===== config.mk =====
export PLATFORM = sky130hd
export DESIGN_NAME = hazard_ctrl
export DESIGN_NICKNAME = d
export VERILOG_FILES = /design/src/rtl/cpu_pipe_pkg.sv /design/src/rtl/mdu_timer.sv /design/src/rtl/hazard_ctrl.sv
export SDC_FILE = /design/constraint.sdc
export NUM_CORES = 1
export LEC_CHECK = 0
export BUFFER_PORTS_ARGS = -buffer_cell sky130_fd_sc_hd__buf_2
export CORE_MARGIN = 2
export CORE_UTILIZATION = 45
export DETAILED_ROUTE_END_ITERATION = 12
export HOLD_SLACK_MARGIN = 0.03
export PLACE_DENSITY = 0.78
export REMOVE_ABC_BUFFERS = 1
export SETUP_SLACK_MARGIN = 0.02
export SLEW_MARGIN = 20
export SYNTH_ARGS = -nofsm -noshare
export SYNTH_HDL_FRONTEND = slang
export SYNTH_SLANG_ARGS = --single-unit

===== constraint.sdc =====
create_clock -name clk -period 1.8 [get_ports clk]
set_input_delay 0.09 -clock clk [delete_from_list [all_inputs] [get_ports clk]]
set_output_delay 0.09 -clock clk [all_outputs]
set_load 0.005 [all_outputs]

===== src/rtl/cpu_pipe_pkg.sv =====
// Shared types and constants for the 5-stage pipeline control logic.
//   hc_state_t   : hazard controller MDU tracking state
//   REG_ZERO     : architectural $0, never a hazard source
//   BYTE_EN_NONE : byte-enable pattern meaning "no register write"
package cpu_pipe_pkg;

   localparam int unsigned REG_W = 5;
   localparam int unsigned BE_W  = 4;

   localparam logic [REG_W-1:0] REG_ZERO     = 5'd0;
   localparam logic [BE_W-1:0]  BYTE_EN_NONE = 4'b0000;

   typedef enum logic [0:0] {
      IDLE    = 1'b0,
      MDU_RUN = 1'b1
   } hc_state_t;

endpackage : cpu_pipe_pkg


===== src/rtl/mdu_timer.sv =====
// Countdown timer modelling the latency of the multi-cycle MDU.
// Ports:
//   clk, rst_n : clock, asynchronous active-low reset
//   start      : one-cycle start pulse (ignored while running)
//   busy       : countdown active (forced low while rst_n is low)
//   done       : final busy cycle (count has reached zero)
module mdu_timer
   import cpu_pipe_pkg::*;
#(
   parameter int unsigned MDU_CYCLES = 32,
   parameter int unsigned CNT_W      = 6
) (
   input  logic clk,
   input  logic rst_n,
   input  logic start,
   output logic busy,
   output logic done
);

   hc_state_t        state_q, state_d;
   logic [CNT_W-1:0] cnt_q, cnt_d;

   // Next-state: load MDU_CYCLES-1 on start, leave one cycle after zero.
   always_comb begin
      state_d = state_q;
      cnt_d   = cnt_q;
      case (state_q)
         IDLE: begin
            if (start) begin
               state_d = MDU_RUN;
               cnt_d   = CNT_W'(MDU_CYCLES - 1);
            end
         end
         MDU_RUN: begin
            if (cnt_q == '0) begin
               state_d = IDLE;
            end else begin
               cnt_d = cnt_q - CNT_W'(1);
            end
         end
         default: begin
            state_d = IDLE;
            cnt_d   = '0;
         end
      endcase
   end

   always_ff @(posedge clk or negedge rst_n) begin
      if (!rst_n) begin
         state_q <= IDLE;
         cnt_q   <= '0;
      end else begin
         state_q <= state_d;
         cnt_q   <= cnt_d;
      end
   end

   assign busy = rst_n & (state_q == MDU_RUN);
   assign done = busy & (cnt_q == '0);

endmodule : mdu_timer


===== src/rtl/hazard_ctrl.sv =====
// Pipeline hazard and sequencing controller: stalls PC/IF-ID and bubbles
// ID/EX on load-use or MDU hazards, flushes on taken branches, and issues
// MDU start pulses. All control outputs are combinational, zero latency.
// Ports:
//   clk, rst_n           : clock, asynchronous active-low reset
//   id_*                 : register usage of the instruction in ID
//   idex_*               : destination / load info of the instruction in EX
//   ex_branch_taken      : EX resolved a taken branch or jump
//   pc_stall, ifid_stall : hold PC and IF/ID
//   ifid_flush           : clear IF/ID to a nop
//   idex_flush           : load a bubble into ID/EX
//   mdu_go, mdu_busy     : MDU start pulse and countdown-active flag
//   perf_stall_cnt, perf_flush_cnt : saturating event counters, present
//                          only when HAZARD_PERF_EN is defined
module hazard_ctrl
   import cpu_pipe_pkg::*;
#(
   parameter int unsigned MDU_CYCLES = 32,
   parameter int unsigned CNT_W      = 6
) (
   input  logic             clk,
   input  logic             rst_n,
   input  logic [REG_W-1:0] id_rs_addr,
   input  logic [REG_W-1:0] id_rt_addr,
   input  logic             id_uses_rs,
   input  logic             id_uses_rt,
   input  logic             id_reads_hilo,
   input  logic             id_mdu_op,
   input  logic [REG_W-1:0] idex_rd_addr,
   input  logic [BE_W-1:0]  idex_byte_en,
   input  logic             idex_is_load,
   input  logic             ex_branch_taken,
   output logic             pc_stall,
   output logic             ifid_stall,
   output logic             ifid_flush,
   output logic             idex_flush,
   output logic             mdu_go,
   output logic             mdu_busy
`ifdef HAZARD_PERF_EN
   ,
   output logic [31:0]      perf_stall_cnt,
   output logic [31:0]      perf_flush_cnt
`endif
);

   logic load_use;
   logic mdu_haz;
   logic mdu_done;

   mdu_timer #(
      .MDU_CYCLES (MDU_CYCLES),
      .CNT_W      (CNT_W)
   ) u_mdu_timer (
      .clk   (clk),
      .rst_n (rst_n),
      .start (mdu_go),
      .busy  (mdu_busy),
      .done  (mdu_done)
   );

   // Hazard detection; a load into $0 or with no byte enables writes nothing.
   always_comb begin
      load_use = idex_is_load
               & (idex_byte_en != BYTE_EN_NONE)
               & (idex_rd_addr != REG_ZERO)
               & ((id_uses_rs & (id_rs_addr == idex_rd_addr))
                | (id_uses_rt & (id_rt_addr == idex_rd_addr)));
      mdu_haz  = mdu_busy & (id_reads_hilo | id_mdu_op);
   end

   // Priority: flush beats stall (the stalled instruction is squashed anyway).
   always_comb begin
      pc_stall   = 1'b0;
      ifid_stall = 1'b0;
      ifid_flush = 1'b0;
      idex_flush = 1'b0;
      mdu_go     = 1'b0;
      if (rst_n) begin
         if (ex_branch_taken) begin
            ifid_flush = 1'b1;
            idex_flush = 1'b1;
         end else if (load_use || mdu_haz) begin
            pc_stall   = 1'b1;
            ifid_stall = 1'b1;
            idex_flush = 1'b1;
         end else begin
            mdu_go     = id_mdu_op;
         end
      end
   end

`ifdef HAZARD_PERF_EN
   logic [31:0] perf_stall_q, perf_stall_d;
   logic [31:0] perf_flush_q, perf_flush_d;

   // Saturating event counters.
   always_comb begin
      perf_stall_d = perf_stall_q;
      perf_flush_d = perf_flush_q;
      if (pc_stall && (perf_stall_q != 32'hFFFF_FFFF)) begin
         perf_stall_d = perf_stall_q + 32'd1;
      end
      if (ifid_flush && (perf_flush_q != 32'hFFFF_FFFF)) begin
         perf_flush_d = perf_flush_q + 32'd1;
      end
   end

   always_ff @(posedge clk or negedge rst_n) begin
      if (!rst_n) begin
         perf_stall_q <= '0;
         perf_flush_q <= '0;
      end else begin
         perf_stall_q <= perf_stall_d;
         perf_flush_q <= perf_flush_d;
      end
   end

   assign perf_stall_cnt = perf_stall_q;
   assign perf_flush_cnt = perf_flush_q;
`endif

   // The countdown always ends in IDLE, and a new op never starts mid-run.
   a_done_ends_run : assert property (@(posedge clk) disable iff (!rst_n)
      mdu_done |=> !mdu_busy);
   a_no_go_when_busy : assert property (@(posedge clk) disable iff (!rst_n)
      !(mdu_go && mdu_busy));

endmodule : hazard_ctrl


== Word-level counts from Yosys, hierarchy flattened ==
Cells that the tools add are included.
Cells by class
  bitwise logic cells: 10
  equal/unequal tests: 4
  reduce and logical (&&, ||, !) cells: 5
  add/subtract/negate cells: 1
  multiplexer cells: 16
Operators with widths (count)
  two-way mux 1 bit: 12
  two-way mux 6 bit: 2
  case mux 6 bit (2 select lines): 1
  == test 5 bit: 2
  AND 1 bit: 7
  zero test 6 bit: 1
  subtractor 6 x 1 -> 6 bit, second input constant: 1
  nonzero test 5 bit: 1
  != test 2 bit, second input constant: 2
  nonzero test 4 bit: 1
  OR 1 bit: 2
  case mux 1 bit (2 select lines): 1
  AND reduction 2 bit: 1
  logical OR 1 bit: 1
  NOT 1 bit: 1
Storage, ports and cells
  register bits: 7
  output and inout port bits: 6
  logic and storage cells: 38

== Logic depth before layout (Yosys ltp) ==
  word-level depth: 10
  depth in mapped cells: 7

== Cells and area by module ==
From an unflattened synthesis, not the netlist that was laid out.
Second synthesis, totals
  cells, all modules: 69
  area total of the unflattened synthesis: 616.8 sq um
Modules (own cells, without submodules)
  mdu_timer: instances 1, area an instance 391.6 sq um, sequential area each 175.2 sq um, cells an instance 39
  hazard_ctrl: instances 1, area an instance 225.2 sq um, sequential area each 0.0 sq um, cells an instance 30

== Least setup slack after synthesis ==
Ideal clock, no wire load.
  path kind: register to register
  from: register u_mdu_timer.cnt_q[0]
  to: register u_mdu_timer.cnt_q[0]
  data required time: 1.704 ns
  buffers on the path: 1
  library setup time: 0.096 ns
  path slack: 0.237 ns
  clock period less this slack: 1.563 ns
  stages on the path, launching flop included: 8
  arrival: 1.467 ns
  cells stage by stage: dfrtp_1 inv_1 ha_1 nor2b_1 a21oi_1 buf_2 and2_1 a311oi_2
On the way
  longest elaborated chain between the ends: 3
  elaborated cells on any way between the ends: 6
  classes of those cells: add/sub (1); eq/ne (1); mux (2); reduce/logical (2)
RTL lines
  start, declared: RTL line mdu_timer.sv:21  | logic [CNT_W-1:0] cnt_q, cnt_d;
  start signal, assigned: RTL line mdu_timer.sv:54  | cnt_q <= cnt_d;
  subtractor 6 x 1 -> 6 bit or zero test 6 bit (tied branches)
  two-way mux 6 bit or != test 2 bit (tied branches)
  case mux 6 bit (2 select lines) or AND reduction 2 bit (tied branches)
Parallel ways exist; a longest one is shown, timed or not. The select of a mux whose other input is x is not followed.
A chain may end at the register's enable or synchronous reset.

== Worst setup path in the final report ==
  from: register u_mdu_timer.state_q
  to: output port mdu_go
On the way
  longest elaborated chain between the ends: 6
RTL lines
  start, declared: RTL line mdu_timer.sv:20  | hc_state_t state_q, state_d;
  start signal, assigned: RTL line mdu_timer.sv:53  | state_q <= state_d;
  AND 1 bit: RTL line mdu_timer.sv:58  | assign busy = rst_n & (state_q == MDU_RUN);
  AND 1 bit: RTL line hazard_ctrl.sv:68  | mdu_haz = mdu_busy & (id_reads_hilo | id_mdu_op);
  logical OR 1 bit: RTL line hazard_ctrl.sv:82  | end else if (load_use || mdu_haz) begin
  two-way mux 1 bit: RTL line hazard_ctrl.sv:82
  two-way mux 1 bit: RTL line hazard_ctrl.sv:79  | if (ex_branch_taken) begin
  two-way mux 1 bit: RTL line hazard_ctrl.sv:78  | if (rst_n) begin
  end, declared: RTL line hazard_ctrl.sv:37  | output logic mdu_go,
No other way between the ends.

==> flow_summary_export.csv <==
group,metric,value,unit
status,outcome,"finished clean",
worst_setup_path,crit_fanout,7,
logic_synthesis,synthesis.yosys.warnings,0,
worst_setup_path,cp.arrival,1.63,ns
logic_synthesis,synth_xor_area_share,16.5,%
cts,clock-sinks,7,
power,leakagePower,0.427,nW
logic_synthesis,syn_avg_cell_area,8.85,µm²
layout,nNetsFinal,144,
grt,grt_pass1_vias,682,
cts,root_buffer,"clkbuf_4",
cts,cts.clk_slew.worst_paths,0.06,ns
drt,wirelength,1870,µm
floorplan,die_x,43.2,µm
worst_setup_path,r2r_start,"u_mdu_timer.cnt_q[0]",
logic_synthesis,synth_top_area_share,25.4,%
floorplan,fp.dieArea,1860,µm²
drt,drt-pass1-iter-count,4,
sta,grt_setup_unrepaired,"false",
placed_design,place_congestion,0.836,
hold_path,holdPathEnd,"u_mdu_timer.cnt_q[1]",
sta,fin_crit,1.72,ns
hold_path,hold_path_class,"primary input to flip-flop",
sta,slew_headroom,75.2,%
sta,max_freq,581,MHz
power,p_switching,0.426,mW
sta,finalHoldViolations,0,
logic_synthesis,synth-simple-area-share,21.7,%
layout,fin_cells,131,
worst_setup_path,critPathKind,"flip-flop to primary output",
worst_setup_path,end_kind,"primary output",
drt,drc,0,
logic_synthesis,synth_seq_area_share,25.4,%
power,clkPwrFrac,15.8,%
cts,cts_tree,"yes",
sta,finalCritPeriodShare,95.6,%
power,ir_worst_vdd,0.771,mV
drt,vias_per_cell,5.85,
worst_setup_path,start_kind,"flip-flop",
logic_synthesis,synthTopCellsByArea,"dfrtp_1, xnor2_1, a21oi_1",
cts,clockBufferDepth,2,
floorplan,row_count,14,
worst_setup_path,reg2reg_depth,7,
grt,grt_usage,21.9,%
hold_path,holdCritStartpoint,"idex_is_load",
sta,tns,0,ns
logic_synthesis,yosysTopAreaCell,"dfrtp_1",
drt,avgRoutedWirePerCell,14.3,µm
grt,grt_pass1_wl,2980,µm
floorplan,initial_utilization,46.9,%
worst_setup_path,worstPathRequired,1.71,ns
drt,ant_nets,0,
cts,clock_latency,0.27,ns
sta,drv_slew,0,
logic_synthesis,synth_commonest_cells,"xnor2_1, a21oi_1, dfrtp_1",
placed_design,placed_area,877,µm²
cts,numCtsBuffers,3,
cts,h-tree-depth,1,
placed_design,placed_cells,126,
logic_synthesis,synthArstFlopShare,100,%
worst_setup_path,rr_endpoint,"u_mdu_timer.cnt_q[0]",
logic_synthesis,syn_area,691,µm²
power,p_per_area,1060,nW/µm²
power,seqPwrFrac,33.1,%
power,power_frac_comb,51.1,%
worst_setup_path,r2r_setup_slack,0.11,ns
sta,tightest_slew,0.371,ns
logic_synthesis,ys.flop_type,"dfrtp_1",
logic_synthesis,synthCells,78,
drt,via_count,766,
floorplan,coreArea,1470,µm²
grt,grt_max_degree,11,
logic_synthesis,ys_types,35,
layout,area_growth_syn_to_layout,33.9,%
logic_synthesis,synth_edf_count,0,
logic_synthesis,synth-compound-area-share,29.5,%
power,p_sw_share,43.3,%
placed_design,portBuffers,32,
layout,stdcell_area,925,µm²
layout,drive_above_1_share,42.6,%
layout,n_antenna_cell,0,
logic_synthesis,synthMuxAreaShare,0,%
sta,clock_skew,0.00102,ns
layout,fin_util,62.8,%
hold_path,whs_path_depth,4,
logic_synthesis,synthAdderAreaFrac,1.81,%
grt,grt.overflow.total,0,
sta,setup_viol,0,
logic_synthesis,synth_top_family_by_area,"compound AO/OA/AOI/OAI gates",
floorplan,pin_count,33,
placed_design,dp_hpwl,1430,µm
power,p_int,0.558,mW
run,maxCapViolCount,0,
logic_synthesis,ys_seq_elements,7,
drt,drt_iter0_drc,28,
logic_synthesis,yosysMostFrequentCell,"xnor2_1",
grt,antenna_found_initial,0,
floorplan,die_h,43.2,µm
routing by layer:
layer	up-vias	global-route usage, %	routed length, µm	part of all wire [%]
met5	-	0	0	0
met4	0	9.09	23	1.2
met3	4	5.53	147	7.9
met2	35	36.4	937	50
met1	359	26.4	759	41
li1	368	-	-	-
cell usage in the layout (no fill, tap or decap), drive strengths merged, types with 2 or more instances in the layout:
| cell | instances |
|---|---|
| or4 | 2 |
| inv | 5 |
| buf | 35 |
| nor2 | 4 |
| and2 | 3 |
| xnor2 | 10 |
| a41o | 2 |
| nand4 | 2 |
| o32ai | 3 |
| nand2 | 3 |
| xor2 | 3 |
| nor3 | 6 |
| and3 | 2 |
| dfrtp | 7 |
| clkbuf | 4 |
| a311oi | 2 |
| a21oi | 8 |
per-stage QoR:
step	worst slack [ns]	power (mW)	hold slack (ns)
3_3_place_gp	0.175	0.776	-0.0392
5_1_grt	0.0326	1.06	0.305
6_report	0.0788	0.984	0.281
4_1_cts	0.0404	0.964	0.282
2_1_floorplan	0.0510	0.647	-0.206
3_5_place_dp	0.0627	0.802	-0.0359
final cells by class:
| type | count | area (µm²) |
|---|---|---|
| fillers | 131 | 547 |
| multi-input cells | 63 | 492 |
| repair buffers | 36 | 193 |
| flip-flops and latches | 7 | 175 |
| clock buffers | 4 | 26.3 |
| well taps | 16 | 20.0 |
| inverters | 5 | 18.8 |
power groups by stage:
| stage | logic [mW] | registers [mW] | clock network, mW |
|---|---|---|---|
| 2_1_floorplan | 0.348 | 0.299 | 0 |
| 3_3_place_gp | 0.458 | 0.318 | 0 |
| 3_5_place_dp | 0.479 | 0.322 | 0 |
| 4_1_cts | 0.490 | 0.318 | 0.155 |
| 5_1_grt | 0.549 | 0.339 | 0.173 |
| 6_report | 0.503 | 0.326 | 0.155 |
critical path, stage by stage (launching register included):
cell and delay (ns):
dfrtp_1 0.45, nor4bb_2 0.39, buf_4 0.22, a21boi_1 0.17, buf_2 0.14
how the worst max path moves through the flow:
stage / start / end / slack (ns)
6_report: u_mdu_timer.state_q / mdu_go / 0.08
5_1_grt: u_mdu_timer.cnt_q[0] / u_mdu_timer.cnt_q[0] / 0.03
4_1_cts: u_mdu_timer.cnt_q[0] / u_mdu_timer.cnt_q[0] / 0.04
3_5_place_dp: u_mdu_timer.cnt_q[0] / u_mdu_timer.cnt_q[0] / 0.06
3_3_place_gp: u_mdu_timer.cnt_q[0] / u_mdu_timer.cnt_q[0] / 0.17
2_1_floorplan: u_mdu_timer.state_q / u_mdu_timer.cnt_q[5] / 0.05
logic make-up (layout without fill, tap and decap cells):
logic type	after synthesis	count (layout)
DFF	7	7
buffers and inverters	8	45
and+or+nand+nor	25	25
adders and majority gates	1	1
xor gates and xnor gates	13	13
AOI/OAI and AO/OA	24	24
timing repair:
| action | CTS | global route |
|---|---|---|
| hold buffers | 1 | 0 |
| setup endpoints to repair | 0 | 3 |
| gates resized for setup | 0 | 4 |
| setup buffers | 0 | 0 |
| endpoints found under the hold margin | 7 | 0 |
sequential cells by signal (all words and copies together) (netlist names):
name                 cells
u_mdu_timer.cnt_q        6
u_mdu_timer.state_q      1
Power figures use the tool's default switching activity.
